==> config.mk <==
export PLATFORM = sky130hd
export DESIGN_NAME = spi_xfer_engine
export DESIGN_NICKNAME = d
export VERILOG_FILES = /design/src/rtl/spi_xfer_engine_pkg.sv /design/src/rtl/spi_xfer_engine_baud.sv /design/src/rtl/spi_xfer_engine.sv
export SDC_FILE = /design/constraint.sdc
export NUM_CORES = 1
export LEC_CHECK = 0
export ABC_AREA = 1
export CORE_ASPECT_RATIO = 1.1
export CORE_MARGIN = 2
export CORE_UTILIZATION = 45
export DETAILED_ROUTE_END_ITERATION = 10
export HOLD_SLACK_MARGIN = 0.12
export PLACE_DENSITY_LB_ADDON = 0.15
export SLEW_MARGIN = 20
export SYNTH_ARGS = -nofsm -noshare
export SYNTH_HDL_FRONTEND = slang
export SYNTH_SLANG_ARGS = --single-unit
==> constraint.sdc <==
create_clock -name clk -period 5 [get_ports clk]
set_clock_uncertainty 0.05 [all_clocks]
set_input_delay 1.5 -clock clk [delete_from_list [all_inputs] [get_ports clk]]
set_output_delay 1.5 -clock clk [all_outputs]
set_load 0.02 [all_outputs]
==> src/rtl/spi_xfer_engine_pkg.sv <==
// rtl/spi_xfer_engine_pkg.sv - shared state encodings and status bit positions for the SPI transfer engine
package spi_xfer_engine_pkg;

  typedef enum logic [1:0] {
    ST_IDLE  = 2'd0,
    ST_SHIFT = 2'd1,
    ST_GAP   = 2'd2
  } xfer_state_t;

  localparam int SPIF_BIT  = 7;
  localparam int SPTEF_BIT = 5;

endpackage

==> src/rtl/spi_xfer_engine_baud.sv <==
// rtl/spi_xfer_engine_baud.sv - SCK half-period counter with terminal-count pulse and synchronous clear
module spi_baud_gen #(
  parameter int DIV_W = 8
) (
  input  logic             clk,
  input  logic             rst,
  input  logic             clr,
  input  logic             en,
  input  logic [DIV_W-1:0] div,
  output logic             tc
);

  logic [DIV_W-1:0] cnt;

  assign tc = en && (cnt == div);

  always_ff @(posedge clk) begin
    if (rst || clr) begin
      cnt <= '0;
    end else if (en) begin
      cnt <= tc ? '0 : cnt + 1'b1;
    end
  end

endmodule

==> src/rtl/spi_xfer_engine.sv <==
// rtl/spi_xfer_engine.sv - SPI master engine: holding buffer, shift FSM, SCK/MOSI/MISO, status byte
module spi_xfer_engine
  import spi_xfer_engine_pkg::*;
#(
  parameter int DATA_W = 8,
  parameter int DIV_W  = 8
) (
  input  logic              clk,
  input  logic              rst,
  input  logic              spe,
  input  logic              cpol,
  input  logic              cpha,
  input  logic              lsbfe,
  input  logic [DIV_W-1:0]  baud_div,
  input  logic [DATA_W-1:0] tx_data,
  input  logic              tx_wr,
  input  logic              rd_clr,
  input  logic              miso,
  output logic              sck,
  output logic              mosi,
  output logic              ss_n,
  output logic [DATA_W-1:0] rx_data,
  output logic [7:0]        status_out,
  output logic              sr_en
);

  localparam int ECW = $clog2(2 * DATA_W + 1);

  xfer_state_t       state, state_nx;
  logic [DIV_W-1:0]  div_q;
  logic [ECW-1:0]    edge_cnt, edge_nx;
  logic [DATA_W-1:0] buf_q, tx_sh, rx_sh, rx_nx;
  logic [DATA_W-1:0] out_src, out_shifted;
  logic              out_bit;
  logic              buf_full, buf_full_nx;
  logic              spif, spif_nx;
  logic              tc, cnt_clr, cnt_en;
  logic              start, accept, last_edge, sample_now, shift_now;

  // Counter restarts on every state change so SHIFT and GAP both begin at count 0.
  assign cnt_en  = (state != ST_IDLE);
  assign cnt_clr = (state_nx != state);

  spi_baud_gen #(.DIV_W(DIV_W)) u_baud (
    .clk (clk),
    .rst (rst),
    .clr (cnt_clr),
    .en  (cnt_en),
    .div (div_q),
    .tc  (tc)
  );

  always_comb begin
    state_nx = state;
    start    = 1'b0;
    case (state)
      ST_IDLE: begin
        if (spe && buf_full) begin
          state_nx = ST_SHIFT;
          start    = 1'b1;
        end
      end
      ST_SHIFT: begin
        if (!spe)                  state_nx = ST_IDLE;
        else if (tc && last_edge)  state_nx = ST_GAP;
      end
      ST_GAP: begin
        if (!spe || tc)            state_nx = ST_IDLE;
      end
      default:                     state_nx = ST_IDLE;
    endcase
  end

  always_comb begin
    edge_nx     = edge_cnt + 1'b1;
    last_edge   = (edge_nx == ECW'(2 * DATA_W));
    sample_now  = (state == ST_SHIFT) && tc && (cpha ? !edge_nx[0] : edge_nx[0]);
    shift_now   = (state == ST_SHIFT) && tc && !last_edge && (cpha ? edge_nx[0] : !edge_nx[0]);
    rx_nx       = lsbfe ? {miso, rx_sh[DATA_W-1:1]} : {rx_sh[DATA_W-2:0], miso};
    out_src     = start ? buf_q : tx_sh;
    out_bit     = lsbfe ? out_src[0] : out_src[DATA_W-1];
    out_shifted = lsbfe ? (out_src >> 1) : (out_src << 1);
    // A write in the launch cycle refills the buffer the shift register just emptied.
    accept      = tx_wr && (!buf_full || start);
    buf_full_nx = accept || (buf_full && !start);
    spif_nx     = ((state == ST_SHIFT) && spe && tc && last_edge) || (spif && !rd_clr);
  end

  always_comb begin
    status_out            = '0;
    status_out[SPIF_BIT]  = spif;
    status_out[SPTEF_BIT] = !buf_full;
  end

  always_ff @(posedge clk) begin
    if (rst) begin
      state    <= ST_IDLE;
      sck      <= cpol;
      mosi     <= 1'b0;
      ss_n     <= 1'b1;
      rx_data  <= '0;
      spif     <= 1'b0;
      buf_full <= 1'b0;
      sr_en    <= 1'b0;
      buf_q    <= '0;
      tx_sh    <= '0;
      rx_sh    <= '0;
      edge_cnt <= '0;
      div_q    <= '0;
    end else begin
      state    <= state_nx;
      buf_full <= buf_full_nx;
      spif     <= spif_nx;
      sr_en    <= (buf_full_nx != buf_full) || (spif_nx != spif);
      if (accept) buf_q <= tx_data;

      case (state)
        ST_IDLE: begin
          sck  <= cpol;
          ss_n <= 1'b1;
          if (start) begin
            ss_n     <= 1'b0;
            div_q    <= baud_div;
            edge_cnt <= '0;
            rx_sh    <= '0;
            if (!cpha) begin
              mosi  <= out_bit;
              tx_sh <= out_shifted;
            end else begin
              tx_sh <= buf_q;
            end
          end
        end
        ST_SHIFT: begin
          if (!spe) begin
            ss_n <= 1'b1;
            sck  <= cpol;
          end else if (tc) begin
            edge_cnt <= edge_nx;
            if (last_edge) begin
              sck     <= cpol;
              ss_n    <= 1'b1;
              rx_data <= sample_now ? rx_nx : rx_sh;
            end else begin
              sck <= ~sck;
            end
            if (sample_now) rx_sh <= rx_nx;
            if (shift_now) begin
              mosi  <= out_bit;
              tx_sh <= out_shifted;
            end
          end
        end
        default: begin
          sck  <= cpol;
          ss_n <= 1'b1;
        end
      endcase
    end
  end

endmodule
; Yosys cells after proc, flatten, opt, wreduce, memory -nomap -nowiden
; Cells that the tools add are included.
[word_totals]
register_bits = 61
latch_bits = 0
ramBits = 0
rom_bits = 0
inputBits = 25
output_inout_bits = 20
word_cells = 111
n_memories = 0
[classes]
addsub = 2
multipliers = 0
div_mod_pow = 0
magnitude_cmp = 0
eq_ne = 15
shift = 0
n_mux = 45
n_bitwise = 1
n_reduce_logical = 34
[ops]
columns = operator, count
row1 = 8-bit two-way mux, 13
row2 = 8-bit case mux with 2 select lines, 2
row3 = 1-bit two-way mux, 19
row4 = 5-bit two-way mux, 3
row5 = 1-bit logical AND, 13
row6 = "2-bit inequality test, second input constant", 5
row7 = 5-bit case mux with 2 select lines, 1
row8 = "8-bit by 1-bit adder with 8-bit output, second input constant", 1
row9 = 8-bit == test, 1
row10 = 2-bit two-way mux, 4
row11 = 4-bit AND reduction, 2
row12 = 1-bit logical NOT, 6
row13 = 1-bit logical OR, 6
row14 = "3-bit inequality test, second input constant", 2
row15 = 2-bit case mux with 3 select lines, 1
row16 = 6-bit AND reduction, 1
row17 = "5-bit by 1-bit adder with 5-bit output, second input constant", 1
row18 = "5-bit == test, second input constant", 1
row19 = 5-bit AND reduction, 1
row20 = "4-bit inequality test, second input constant", 1
row21 = 1-bit case mux with 2 select lines, 2
row22 = 2-bit AND reduction, 2
row23 = 2-bit nonzero test, 2
row24 = "2-bit by 1-bit == test with 1-bit output, second input constant", 1
row25 = 5 further kinds, 6

; Depth between registers and ports, before layout
; Gate-level depths: netlist of the first run.
[logic_depth]
ltp_word = 9
mapped_depth = 15

; By module
; Synthesis of the first run repeated with hierarchy kept, for this count alone.
[unflattened]
cells_unflattened = 502
hier_area_um2 = 3296.9
[modules_own_cells]
columns = module, n_inst, cells_per_inst, area_per_inst_um2, seq_area_each_um2
row1 = spi_xfer_engine, 1, 400, 2717.6, 1071.0
row2 = spi_baud_gen, 1, 102, 579.3, 160.2

; Worst setup path before layout of the first run
; No wires, ideal clock.
[synth_timing]
path_kind = input -> register
start = input lsbfe
end = register rx_data[2]
setup_ps = 109
arrival_ps = 2352
required_time_ps = 4841
slack_ps = 2489
stages = 9
path_buffers = 2
path_cell_list = clkbuf_1 clkbuf_1 nand2_1 o21ai_0 nand2_1 nand2_1 nand2_1 nand2_1 inv_1
[synth_between]
elab_chain_len = 2
[synth_rtl]
columns = element, line_no
row1 = from (decl), spi_xfer_engine.sv:13  ; input logic lsbfe,
row2 = 8-bit two-way mux, spi_xfer_engine.sv:79  ; rx_nx = lsbfe ? {miso, rx_sh[DATA_W-1:1]} : {rx_sh[DATA_W-2:0], miso};
row3 = 8-bit two-way mux, n/a
row4 = to (signal assigned), spi_xfer_engine.sv:143  ; rx_data <= sample_now ? rx_nx : rx_sh;
row5 = to (decl), spi_xfer_engine.sv:22  ; output logic [DATA_W-1:0] rx_data,
; No other way between the ends.
; A chain may end at the register's enable or synchronous reset.

; Final worst setup path of the first run
[layout_timing]
start = input spe
end = register buf_q[3]
[layout_between]
elab_chain_len = 5
[layout_rtl]
columns = element, line_no
row1 = from (decl), spi_xfer_engine.sv:10  ; input logic spe,
row2 = 1-bit logical AND, spi_xfer_engine.sv:58  ; if (spe && buf_full) begin
row3 = 1-bit two-way mux, spi_xfer_engine.sv:58
row4 = 1-bit two-way mux, spi_xfer_engine.sv:56  ; case (state)
row5 = 1-bit logical OR, spi_xfer_engine.sv:84  ; accept = tx_wr && (!buf_full || start);
row6 = 1-bit logical AND, spi_xfer_engine.sv:84
row7 = to (signal assigned), spi_xfer_engine.sv:115  ; if (accept) buf_q <= tx_data;
row8 = to (decl), spi_xfer_engine.sv:32  ; logic [DATA_W-1:0] buf_q, tx_sh, rx_sh, rx_nx;
; No other way between the ends.

==> results.ini, run 1 <==
[status]
outcome=completed

[grt]
grt_pass1_wl_mm=13.0
top_usage_layer=met2
met1_usage_pct=24.0
antenna_found_initial=0
grt_overflow=0
grt_pass1_vias=2971
grt_use_total_pct=20.0
met2_usage_pct=34.8
grt_max_degree=34
met3_usage_pct=4.37

[timing]
timing.final.crit_share_pct=67.6
setup_ws_ps=1620
fmax_ghz=0.296
maxSlewHeadroom_pct=60.5
tightest_slew_ps=591
final_max_slew_viol_count=0
setup-tns-final_ps=0
setup_viol=0
rsz0062_at_grt=false
hold_viol=0
fin_crit_ps=3380

[route]
firstDrtPassIters=4
antenna_left=0
vias=3039
drc=0
wl_mm=7.32
avgViaCountPerCell=4.93
wl_per_cell_um=11.9
first_iter_violations=119

[floorplanning]
initial_core_util_pct=45.6
die_x_um=86.3
pin_count=45
row_count=33
dieHeight_um=94.5
die_area_mm2=0.00816
core_area_mm2=0.00735

[clock_network]
clk_pin_slew_worst_paths_ps=70
htree_levels=3
cts_resized=0
clk_latency_ps=340
clockBufferDepth=2
cts_setup_buffers=0
cts_num_sinks=61
root_buffer=clkbuf_8
cts_hold_buffers=0
cts_buffers=9
cts_tree=yes

[yosys]
synthCells=492
ys_warn_count=0
avgSynthCellArea_um2=6.82
synth_ff_type=dfxtp_1
synth_edf_count=1
ys_seq_elements=61
synthArstFlopShare_pct=0
ys_seq_area_share_pct=36.7
synthesis.area_mm2=0.00335
synthDistinctLibCells=41

[cells_and_area]
final_cell_mix=141 x nand2_1, 64 x inv_1, 60 x dfxtp_1, 42 x a21oi_1, 38 x clkdlybuf4s50_1
syn_to_final_growth_pct=17.5
drive_gt1_share_pct=8.87
layout_commonest_cell=nand2_1
multi_input_area_mm2=0.00173
fillers=737
seqCellArea_mm2=0.00123
num_antenna_cells=0
fin_nets=553

[setup_path]
crit_start=spe
r2r_start=state[1]
end_kind=flip-flop
cp-start-kind=input port
crit_fanout=33
crit_type=in2reg
critPathArrivalTime_ps=3560
worst_ep_required_time_ps=5180

[place]
place_ws_ps=1270
place_congestion=0.788
dp_hpwl_mm=5.30
numPortBuffers=38

[hold_path]
hold_class=reg2reg
hp-start=tx_sh[6]

[power_and_ir_drop]
finalPower_uw=1120
vdd_ir_drop_max_v=0.000146
power_density_mw_per_mm2=283
p_leak_uw=0.00173

[job]
drv_cap=0

power breakdown:
group | total [µW] | switching, µW | internal [µW] | leakage [µW]
registers | 514 | 9.84 | 504 | 0.000499
logic | 140 | 84.8 | 55.3 | 0.00112
clock network | 463 | 192 | 270 | 0.000106
total | 1120 | 287 | 830 | 0.00173
logic make-up after synthesis:
group / synth area share [%]
buffers and inverters: 12.1
DFF: 36.7
AOI/OAI and AO/OA: 17.5
adders and majority gates: 1.12
xor gates and xnor gates: 0.522
and+or+nand+nor: 31.6
other: 0.112
muxes: 0.299
through the flow:
| step | instance area, µm² | hold WS, ps | cells | util (%) |
|---|---|---|---|---|
| floorplan | 3370 | 377 | 497 | - |
| global placement | 3730 | 387 | 601 | 50.7 |
| detailed placement | 3730 | 393 | 601 | 50.7 |
| CTS | 3940 | 405 | 617 | 53.6 |
| global route | 3940 | 434 | 617 | 53.6 |
| finish | 3940 | 405 | 617 | 53.6 |
cells in the mapped netlist (6+ instances only):
cell      count  area (µm²)
a21oi_1      42         210
buf_4        10        75.1
clkbuf_1      9        33.8
dfxtp_1      60        1200
inv_1        64         240
nand2_1     141         529
nand3_1      31         155
nand3_2       6        60.1
nor2_1       28         105
o21a_1        9        67.6
o21ai_0      34         170
sequential cells by signal, summed over array words and instances, names as in the netlist:
name        cells
buf_full        1
ss_n            1
tx_sh           8
buf_q           8
sr_en           1
edge_cnt        5
mosi            1
rx_data         8
spif            1
sck             1
u_baud.cnt      8
rx_sh           8
state           2
div_q           8
layout make-up:
type	count	share of cell area, %
Multi-Input combinational cell	344	44.0
Tap cell	87	2.76
Sequential cell	61	31.2
Clock inverter	3	1.08
Inverter	69	6.57
Timing Repair Buffer	40	10.0
Clock buffer	13	4.29
per-layer routing:
metal | vias to the layer above | part of all wire (%)
li1 | 1634 | -
met1 | 1353 | 48
met2 | 47 | 48
met3 | 5 | 3.4
met4 | 0 | 0.86
met5 | - | 0
worst max-delay path, cell delays in order:
cell and delay, ps:
clkdlybuf4s50_1 590, nand3_2 520, nand2_1 420, nand2_1 250
o21ai_0 220, nor2_1 60
final timing paths:
check,cells past startpoint,slack [ps],end
worst max-delay path,6,1620,buf_q[3]
worst min-delay path,2,400,tx_sh[6]
worst max register to register,6,2660,buf_q[3]
worst min register to register,2,400,tx_sh[6]
(Power assumes the default switching activity.)
==> run 2: changes to the inputs <==
==> constraint.sdc (replaced) <==
create_clock -name clk -period 2.9 [get_ports clk]
set_clock_uncertainty 0.05 [all_clocks]
set_input_delay 0.87 -clock clk [delete_from_list [all_inputs] [get_ports clk]]
set_output_delay 0.87 -clock clk [all_outputs]
set_load 0.02 [all_outputs]
==> results.ini, run 2 (synthesized netlist as in run 1, its figures left out) <==
[grt]
antenna_found_initial=0
grt_overflow=0
grt_pass1_vias=2839
grt_pass1_wl_mm=12.7
grt_max_degree=29
grt_use_total_pct=19.8

[floorplanning]
row_count=33
core_area_mm2=0.00735
initial_core_util_pct=45.6
die_area_mm2=0.00816
pin_count=45
dieHeight_um=94.5
die_x_um=86.3

[hold_path]
holdPathEnd=tx_sh[6]
hp-start=tx_sh[6]
hold_depth=2
hold_class=reg2reg

[power_and_ir_drop]
p_switching_uw=502
pwr-share-seq_pct=42.8
swShare_pct=24.3
vdd_ir_drop_max_v=0.000262
p_int_uw=1560
p_leak_uw=0.00177
power_density_mw_per_mm2=515
p_comb_share_pct=12.2
clkPwrFrac_pct=45.0

[setup_path]
worst-path-buf-inv=3
r2r_end=tx_sh[0]
crit_family=buffers and inverters
r2r_start=edge_cnt[0]
cp_slowest_cell=clkdlybuf4s50_1
crit_type=in2reg
crit_path_frequent_cell=nand2_1
end_kind=flip-flop
crit_fanout=11
path_cells=clkdlybuf4s50_1 -> xnor2_1 -> inv_1 -> nand2_1 -> inv_1 -> nand3_2 -> nand2_2 -> nand2_1 -> nand2_1 -> a21oi_1
reg2regPathDepth=13
worst_ep_required_time_ps=3130
slowest_delay_ps=540
cp-start-kind=input port
worst-r2r-setup-slack_ps=750
critPathArrivalTime_ps=2640

[cells_and_area]
fin_nets=559
instances_no_fill=623
syn_to_final_growth_pct=19.7
finalInstanceArea_mm2=0.00401
fillers=730
seqCellArea_mm2=0.00123
multi_input_area_mm2=0.00173
drive_gt1_share_pct=9.70
num_antenna_cells=0
final_cell_mix=141 x nand2_1, 64 x inv_1, 60 x dfxtp_1, 42 x a21oi_1, 38 x clkdlybuf4s50_1
layout_commonest_cell=nand2_1

[clock_network]
htree_levels=3
clockBufferDepth=2
cts_tree=yes
cts_buffers=9
root_buffer=clkbuf_8
clk_latency_ps=340
cts_num_sinks=61
cts_resized=0
cts_hold_buffers=0
clk_pin_slew_worst_paths_ps=70
cts_setup_buffers=0

[timing]
fin_crit_ps=2420
rsz0062_at_grt=false
fmax_ghz=0.414
final_max_slew_viol_count=0
setup_viol=0
hold_viol=0
timing.final.crit_share_pct=83.4
setup-tns-final_ps=0
setup_ws_ps=482

[route]
firstDrtPassIters=4
m1WireLength_mm=3.60
vias=3109
top_layer=met4
routed-wl-met3_um=285
avgViaCountPerCell=4.99
drc=0
wl_mm=7.62
first_iter_violations=126
antenna_left=0
wl_met2_mm=3.59
wl_per_cell_um=12.2

[place]
placed_cell_area_mm2=0.00377
dp_hpwl_mm=5.42
place_congestion=0.814
numPlacedInstances=607
place_ws_ps=144
numPortBuffers=38

[status]
outcome=completed

[job]
drv_cap=0

run 2: cell types whose count changed in the layout (fill, tap and decap cells not counted):
cell / previous run / this run
buf_4: 2 / 8
bufinv_16: 1 / 3
clkbuf_1: 1 / 2
clkbuf_8: 12 / 10
clkinvlp_4: 1 / 0
run 2: how the worst max path moves through the flow:
stage / start / to / slack [ps] / depth (start not counted)
after floorplan: lsbfe / rx_data[2] / 1020 / 9
after global placement: cpha / tx_sh[0] / 140 / 10
after detailed placement: cpha / tx_sh[7] / 140 / 10
after CTS: cpha / tx_sh[0] / 500 / 10
after global routing: spe / tx_sh[5] / 340 / 8
final: cpha / tx_sh[0] / 480 / 10
run 2: metrics by stage:
step | hold slack [ps] | utilization, % | total power (µW)
2_1_floorplan | 377 | - | 1070
3_3_place_gp | 384 | 51.3 | 1150
3_5_place_dp | 392 | 51.3 | 1150
4_1_cts | 402 | 54.6 | 2080
5_1_grt | 428 | 54.6 | 2150
6_report | 403 | 54.6 | 2070
run 2: metal layers:
metal  global-route usage [%]  up-vias
met2                     33.1       63
met5                        0        -
met4                     8.20        0
li1                         -     1641
met1                     24.5     1395
met3                     4.81       10
run 2: worst reg2reg max path, stage by stage, from the launching register on:
cell and delay (ps):
dfxtp_1 460, ha_1 260, inv_1 50, nand2_1 50, nand2_1 60, nor2_1 110, nand3_2 190, nand2_1 100
inv_1 50, nand3_2 60, nand2_2 150, nand2_1 280, nand2_1 100, a21oi_1 130
run 2: final cells by class:
type	instances	share of cell area [%]
clock buffer	12	3.62
tap	87	2.71
sequential	61	30.7
clock inverter	4	2.37
inverter	69	6.45
multi-input combinational	344	43.2
timing repair buffer	46	11.0
run 2: power groups by stage:
stage / Combinational, µW / Clock [µW] / Sequential, µW
after floorplan: 171 / 0 / 904
after global placement: 247 / 0 / 904
after detailed placement: 249 / 0 / 904
after CTS: 251 / 944 / 885
after global routing: 279 / 978 / 889
final: 251 / 930 / 885
==> run 3: changes to the inputs <==
==> constraint.sdc (replaced) <==
create_clock -name clk -period 2 [get_ports clk]
set_clock_uncertainty 0.05 [all_clocks]
set_input_delay 0.6 -clock clk [delete_from_list [all_inputs] [get_ports clk]]
set_output_delay 0.6 -clock clk [all_outputs]
set_load 0.02 [all_outputs]
==> results.ini, run 3 (synthesized netlist as in run 1, its figures left out) <==
[floorplanning]
die_x_um=86.3
die_area_mm2=0.00816
dieHeight_um=94.5
row_count=33
core_area_mm2=0.00735
initial_core_util_pct=45.6
pin_count=45

[grt]
grt_overflow=0
grt_use_total_pct=20.6
grt_pass1_wl_mm=13.3
grt_max_degree=32
antenna_found_initial=0
grt_pass1_vias=2990

[clock_network]
cts_tree=yes
root_buffer=clkbuf_8
cts_hold_buffers=0
clk_pin_slew_worst_paths_ps=70
cts_num_sinks=61
htree_levels=3
clockBufferDepth=2
cts_buffers=9
clk_latency_ps=340

[cells_and_area]
fin_nets=581
syn_to_final_growth_pct=25.2
layout_commonest_cell=nand2_1
instances_no_fill=645
multi_input_area_mm2=0.00175
seqCellArea_mm2=0.00123
fin_util_pct=57.1
fillers=731
num_antenna_cells=0
final_cell_mix=140 x nand2_1, 64 x inv_1, 58 x dfxtp_1, 41 x a21oi_1, 35 x clkdlybuf4s50_1
drive_gt1_share_pct=14.0

[setup_path]
slowest_delay_ps=610
path_cells=clkdlybuf4s50_1
worst-r2r-setup-slack_ps=200
cp-start-kind=flip-flop
crit_family=buffers and inverters
end_kind=output port
crit_type=reg2out
critPathArrivalTime_ps=1290
cp_slowest_cell=clkdlybuf4s50_1
worst_ep_required_time_ps=1350
worst-path-buf-inv=1
crit_fanout=2

[timing]
setup_viol=0
setup-tns-final_ps=0
setup_ws_ps=62.8
hold_viol=0
fin_crit_ps=1940
fmax_ghz=0.516
final_max_slew_viol_count=0
timing.final.crit_share_pct=96.9

[place]
numPortBuffers=38
numPlacedInstances=628
place_ws_ps=-241
place_congestion=0.815
dp_hpwl_mm=5.74

[power_and_ir_drop]
p_leak_uw=0.00191
finalPower_uw=2820
vdd_ir_drop_max_v=0.000296
power_density_mw_per_mm2=672

[route]
wl_per_cell_um=12.1
wl_mm=7.81
first_iter_violations=161
vias=3201
antenna_left=0
drc=0
avgViaCountPerCell=4.96
firstDrtPassIters=4

[hold_path]
hold_class=reg2reg

[status]
outcome=completed

[job]
drv_cap=0

run 3: changes by cell type in the layout (fill, tap and decap cells not counted), moves of 2 or more:
cell / previous run / this run
dlymetal6s2s_1: 0 / 2
clkinv_2: 1 / 3
clkdlybuf4s50_1: 38 / 35
dfxtp_1: 60 / 58
bufinv_16: 3 / 1
buf_12: 0 / 3
buf_4: 8 / 27
dfxtp_2: 0 / 2
run 3: worst paths after layout:
path | startpoint | end | cells after the start
worst max-delay path | sck | sck | 1
worst min-delay path | tx_sh[3] | tx_sh[3] | 2
worst max register to register | u_baud.cnt[3] | mosi | 13
worst min register to register | tx_sh[3] | tx_sh[3] | 2
run 3: stage by stage:
stage                     hold WS, ps  area (µm²)
after floorplan                   377        3370
after global placement            392        3970
after detailed placement          394        3970
after CTS                         407        4170
after global routing              423        4200
final                             405        4200
run 3: cell type report:
cell class	instances	share of cell area (%)
clock buffer	12	3.72
clock inverter	4	1.07
inverter	69	6.17
multi-input combinational	344	41.7
sequential	61	29.4
tap	87	2.59
timing repair buffer	68	15.4
run 3: routing by layer:
metal | vias up | wire (µm) | GRT usage, %
li1 | 1687 | - | -
met5 | - | 0 | 0
met3 | 14 | 210 | 3.58
met1 | 1462 | 3710 | 25.2
met2 | 38 | 3730 | 35.3
met4 | 0 | 150 | 9.64
run 3: report_power, final:
part           switching, µW  total [µW]  internal (µW)  leakage (µW)
clock network            490        1140            646      0.000105
registers               25.0        1280           1260      0.000500
logic                    224         402            178       0.00131
run 3: repair_timing:
| action | in CTS | in global routing |
|---|---|---|
| setup buffers | 0 | 1 |
| pin swaps | 0 | 1 |
| endpoints found under the setup margin | 1 | 21 |
| gates resized for setup | 1 | 7 |
==> edit 1, RTL diff (settings of run 1) <==
Change the parameter `DATA_W` from 8 to 4.
--- a/src/rtl/spi_xfer_engine.sv
+++ b/src/rtl/spi_xfer_engine.sv
@@ -3,5 +3,5 @@
   import spi_xfer_engine_pkg::*;
 #(
-  parameter int DATA_W = 8,
+  parameter int DATA_W = 4,
   parameter int DIV_W  = 8
 ) (
Interface: changed (resized rx_data and tx_data); port bits go from 45 to 37. The function was not compared with the original's and may differ.
==> edit 1 against run 1 <==
  * Via count decreased by 25%
  * Setup slack improved by 51 ps
  * Hold slack improved by 4.9 ps
  * Non-clock buffer count decreased by 10
  * Sequential cell count decreased by 17
  * Combinational power decreased by 24%
  * Count of clock-buffer cells in the layout decreased by 7
  * Sequential power decreased by 28%
  * Routed wire length decreased by 25%
  * Power decreased by 38%
  * Cell area decreased by 29%
  * Synthesized area decreased by 28%
  * Largest power group unchanged
==> edit 1: results (changes against run 1) <==
Synth
By count the netlist is led by nand2_1, nor2_1, inv_1, dfxtp_1, nand3_1. The number of distinct standard cells referenced by the synthesized netlist was 32 (-22%). The dominant synthesized flop cell is dfxtp_1. The gate count of the mapped netlist is 367 (-25%). The sequential fraction of the synthesis area is 0.371 (+0.00348). The share of synthesized registers carrying an async set or reset is 0 (unchanged). By area the synthesized netlist is led by dfxtp_1, nand2_1, nor2_1.

Detailed routing
The number of vias per cell is 5.02 (+2.0%). The final wirelength was 5.50 mm (-25%). The routed length on met3 was 305 µm (+22%). The routed length on met2 is 2.51 mm (-29%). The highest routed metal layer is met4. The count of unresolved DRC violations after routing is 0 (unchanged). The number of detailed-route iterations in the first pass was 4 (unchanged). The violation count after the first detailed-routing iteration is 144 (+21%). The routed metal-1 wirelength is 2.59 mm (-26%).

Final layout
The largest registers in the layout are div_q (8), u_baud.cnt (8). The fraction of final layout cells with drive strength greater than 1 is 0.0631 (-0.0255). The number of fill cells is 514 (-30%). The post-route non-filler standard cell count is 454 (-26%). The antenna diode count is 0 (unchanged). The total number of nets in the final design is 420 (-24%).

Setup path
The largest fanout on the critical path is 32 (-3.0%). The delay contributed by the slowest stage of the critical path came to 520 ps (-70 ps). The slowest stage of the critical path belongs to the cell clkdlybuf4s50_1. The signal arrival time at the worst endpoint is 3470 ps (-90 ps). On the critical path the largest part of the delay comes from buffers and inverters.

CTS
The clock insertion delay at the later pin of the skew report is 300 ps (-40 ps). The number of H-tree levels is 2 (-1). The number of cells upsized or downsized after cts is 0 (unchanged).

The buffer count from post-CTS setup fixing came to 0 (unchanged). The total CTS buffers is 5 (-4). After clock tree synthesis, the clock-pin slew on the worst setup and hold paths is 80 ps. The clock tree root driver cell is clkbuf_8.

Outcome
The run finished with clean final reports.

Global routing
The global-route wire length before repair is 9.18 mm (-29%). The largest net degree at the start of global routing is 33 (-2.9%). The number of global-route vias before repair was 2064 (-31%). The overall fraction of global-route tracks in use was 0.200 (about the same).

Place
The quantity of I/O buffers inserted on ports is 30 (-21%). The detailed placement HPWL is 4.03 mm (-24%). The weighted congestion reported at the end of routability-driven placement is 0.855 (+8.4%).

Pwr
The leakage power total came to 1.20 nW (-30%). The worst-case vdd ir drop is 0.127 mV (-13%).

STA
The relative max-transition margin came to 0.603 (-0.00281).

Hold path
The kind of path behind the tightest hold check is reg -> reg.
## edit 1: worst min-delay path, cell delays in order, from the launching register on
cell,delay (ps)
dfxtp_1,320
nand2_1,60
nand2_1,50
## edit 1: cell families (layout without fill, tap and decap cells)
kind of cell | after synthesis | in the layout | share of synthesized area
other | 1 | 6 | 0.00156
xor gates and xnor gates | 3 | 3 | 0.0109
AOI/OAI and AO/OA | 62 | 62 | 0.135
DFF | 44 | 44 | 0.371
buffers and inverters | 64 | 88 | 0.112
and+or+nand+nor | 190 | 190 | 0.355
adders and majority gates | 3 | 3 | 0.0156
## edit 1: stage by stage
stage / setup WS (ps) / cell area [µm²] / hold slack, ps
2_1_floorplan: 2510 / 2420 / 393
3_3_place_gp: 1400 / 2720 / 399
3_5_place_dp: 1360 / 2720 / 397
4_1_cts: 1660 / 2800 / 413
5_1_grt: 1470 / 2800 / 430
6_report: 1670 / 2800 / 410
## edit 1: area by class of cell
cell class                      count  share of cell area
Tap cell                           58              0.0260
Timing Repair Buffer               30               0.107
Sequential cell                    44               0.319
Multi-Input combinational cell    264               0.452
Clock inverter                      1             0.00179
Clock buffer                        6              0.0260
Inverter                           51              0.0685
## edit 1: report_power, final
group          internal (mW)  switching [mW]
clock network         0.0952           0.118
registers              0.364         0.00756
logic                 0.0413          0.0646
## edit 1: final timing paths
check / endpoint / slack (ps) / cells past startpoint / start
setup / recovery: tx_sh[3] / 1670 / 8 / spe
hold / removal: rx_data[0] / 410 / 2 / rx_data[0]
setup reg to reg: tx_sh[3] / 2760 / 8 / state[1]
hold reg to reg: rx_data[0] / 410 / 2 / rx_data[0]
## edit 1: routing by layer
layer	GRT usage	vias up
met5	0	-
met4	0.0745	0
met3	0.0402	11
met2	0.323	65
met1	0.260	988
li1	-	1217
==> edit 2, RTL diff (config.mk and constraints of run 1) <==
Made on the original files. Encoding of `xfer_state_t`: now one-hot (3 bits for 3 states).
--- a/src/rtl/spi_xfer_engine_pkg.sv
+++ b/src/rtl/spi_xfer_engine_pkg.sv
@@ -2,8 +2,8 @@
 package spi_xfer_engine_pkg;
 
-  typedef enum logic [1:0] {
-    ST_IDLE  = 2'd0,
-    ST_SHIFT = 2'd1,
-    ST_GAP   = 2'd2
+  typedef enum logic [2:0] {
+    ST_IDLE  = 3'b001,
+    ST_SHIFT = 3'b010,
+    ST_GAP   = 3'b100
   } xfer_state_t;
 
Function: no difference found for any inputs over 10 cycles, from zero or initial values and one cycle with rst high; not proved beyond that.
==> edit 2 against run 1 <==
  * Synthesized area fell by 0.37%
  * Maximum frequency decreased by 5.9%
  * Setup slack got worse by 210 ps
  * Routed wire length increased by 4.5%
  * Power is 6.6% higher
  * Cell area increased by 0.32%
  * Critical path depth grew 2
  * Non-clock buffer count shrank 1
  * Sequential cell count grew 1
  * Sequential share of layout area increased by 0.41 points
  * Largest cell class unchanged
  * Highest routed layer unchanged
==> edit 2: results (changes against run 1) <==
Pwr
The worst-case vdd ir drop is 0.146 mV (about the same). The leakage power total is 1.67 nW (-3.6%). The combinational cell power is 0.149 mW (+6%). The cell-internal power was 0.891 mW (+7.5%).

The share of total power in the clock network was 0.434 (+0.020).

Setup path
The setup slack of the most critical reg-to-reg path is 2590 ps (-70 ps). Among all stages on the critical path, the largest delay is contributed by clkdlybuf4s50_1. The signal arrival time at the worst endpoint is 3770 ps (+210 ps). The delay contributed by the slowest stage of the critical path came to 520 ps (-70 ps).

The largest fanout on the critical path is 24 (-27%). The worst reg-to-reg path cell count came to 7 (+1).

CTS
The clock tree root driver cell is clkbuf_8. The clock slew seen by the registers of the worst setup and hold paths was 70 ps (about the same). The number of H-tree levels is 3 (unchanged).

Final layout
The number of fill cells is 691 (-6.2%). The antenna diode count is 0 (unchanged). The total number of nets in the final design is 535 (-3.3%).

The fraction of final layout cells with drive strength greater than 1 is 0.111 (+0.0226). The post-route non-filler standard cell count was 597 (-3.2%).

Global routing
The met2 usage in global routing is 0.360 (+0.0123). The met1 track utilization from global routing is 0.251 (+0.0102). The overall fraction of global-route tracks in use came to 0.204 (+0.00400).

The most heavily used metal layer in global routing is met2. The number of global-route vias before repair is 2997 (+0.88%). The number of antenna violations at the first check in global routing is 0 (unchanged).

The global-route wire length before repair is 13.3 mm (+2.9%). The largest net degree at the start of global routing is 33 (-2.9%). The met3 capacity usage during global routing was 0.0297 (-0.0140).

Synth
The gate count of the mapped netlist is 474 (-3.7%). The sequential fraction of the synthesis area is 0.375 (+0.00737). By count the netlist is led by nand2_1, dfxtp_1, inv_1, o21ai_0, a21oi_1. For this run, the leading register cell type out of synthesis is dfxtp_1.

By area the synthesized netlist is led by dfxtp_1, nand2_1, o21ai_0.

Place
The instance count after placement with tap cells included is 581 (-3.3%). The weighted congestion reported at the end of routability-driven placement is 0.865 (+9.8%). The detailed placement HPWL is 5.44 mm (+2.6%).

Detailed routing
The number of detailed-route iterations in the first pass was 5 (+1). The routed wire length per instance came to 12.8 µm (+8.0%). The number of vias per cell is 5.11 (+3.7%).

The violation count after the first detailed-routing iteration is 140 (+18%).

STA
The relative max-transition margin is 0.459 (-0.146).

Outcome
The flow ran to the end, and the final reports show no timing, DRC or antenna violations.
## edit 2: stage by stage
step	power (mW)	util	worst slack [ps]	instance area [µm²]	hold slack, ps
after global placement	0.684	0.525	1120	3720	387
after global routing	1.24	0.558	1160	3950	428
after detailed placement	0.684	0.525	1040	3720	391
after CTS	1.20	0.558	1390	3950	403
after floorplan	0.640	-	2380	3360	368
final	1.19	0.558	1410	3950	405
## edit 2: per-layer routing
| metal | part of all wire | vias to the layer above |
|---|---|---|
| li1 | - | 1584 |
| met1 | 0.46 | 1395 |
| met2 | 0.50 | 61 |
| met3 | 0.036 | 9 |
| met4 | 0.0099 | 0 |
| met5 | 0 | - |
## edit 2: path summary, 6_finish.rpt
path	from	endpoint
max	spe	edge_cnt[0]
min	ss_n	ss_n
max reg2reg	state[0]	edge_cnt[0]
min reg2reg	ss_n	ss_n
## edit 2: final cells by class
class / instances / area [µm²] / area share
Timing Repair Buffer: 39 / 388 / 0.0981
Sequential cell: 62 / 1250 / 0.317
Tap cell: 85 / 106 / 0.0269
Clock inverter: 3 / 65.1 / 0.0165
Inverter: 61 / 229 / 0.0579
Clock buffer: 13 / 169 / 0.0427
Multi-Input combinational cell: 334 / 1740 / 0.441
## edit 2: kinds of logic (layout without fill, tap and decap cells)
group	after synthesis	in the layout	share of synthesized area
buffers and inverters	83	116	0.109
AND/OR/NAND/NOR	206	206	0.291
AO/OA/AOI/OAI	109	109	0.186
flip-flops	62	62	0.375
adder cells (fa/ha/maj)	3	3	0.0112
XOR/XNOR	7	7	0.0184
other	1	6	0.00112
multiplexers	3	3	0.00899
## edit 2: worst min-delay path, delay by kind of cell (launching register included)
kind / cells / cell delay (ps)
flip-flops: 1 / 310
AND/OR/NAND/NOR: 2 / 100
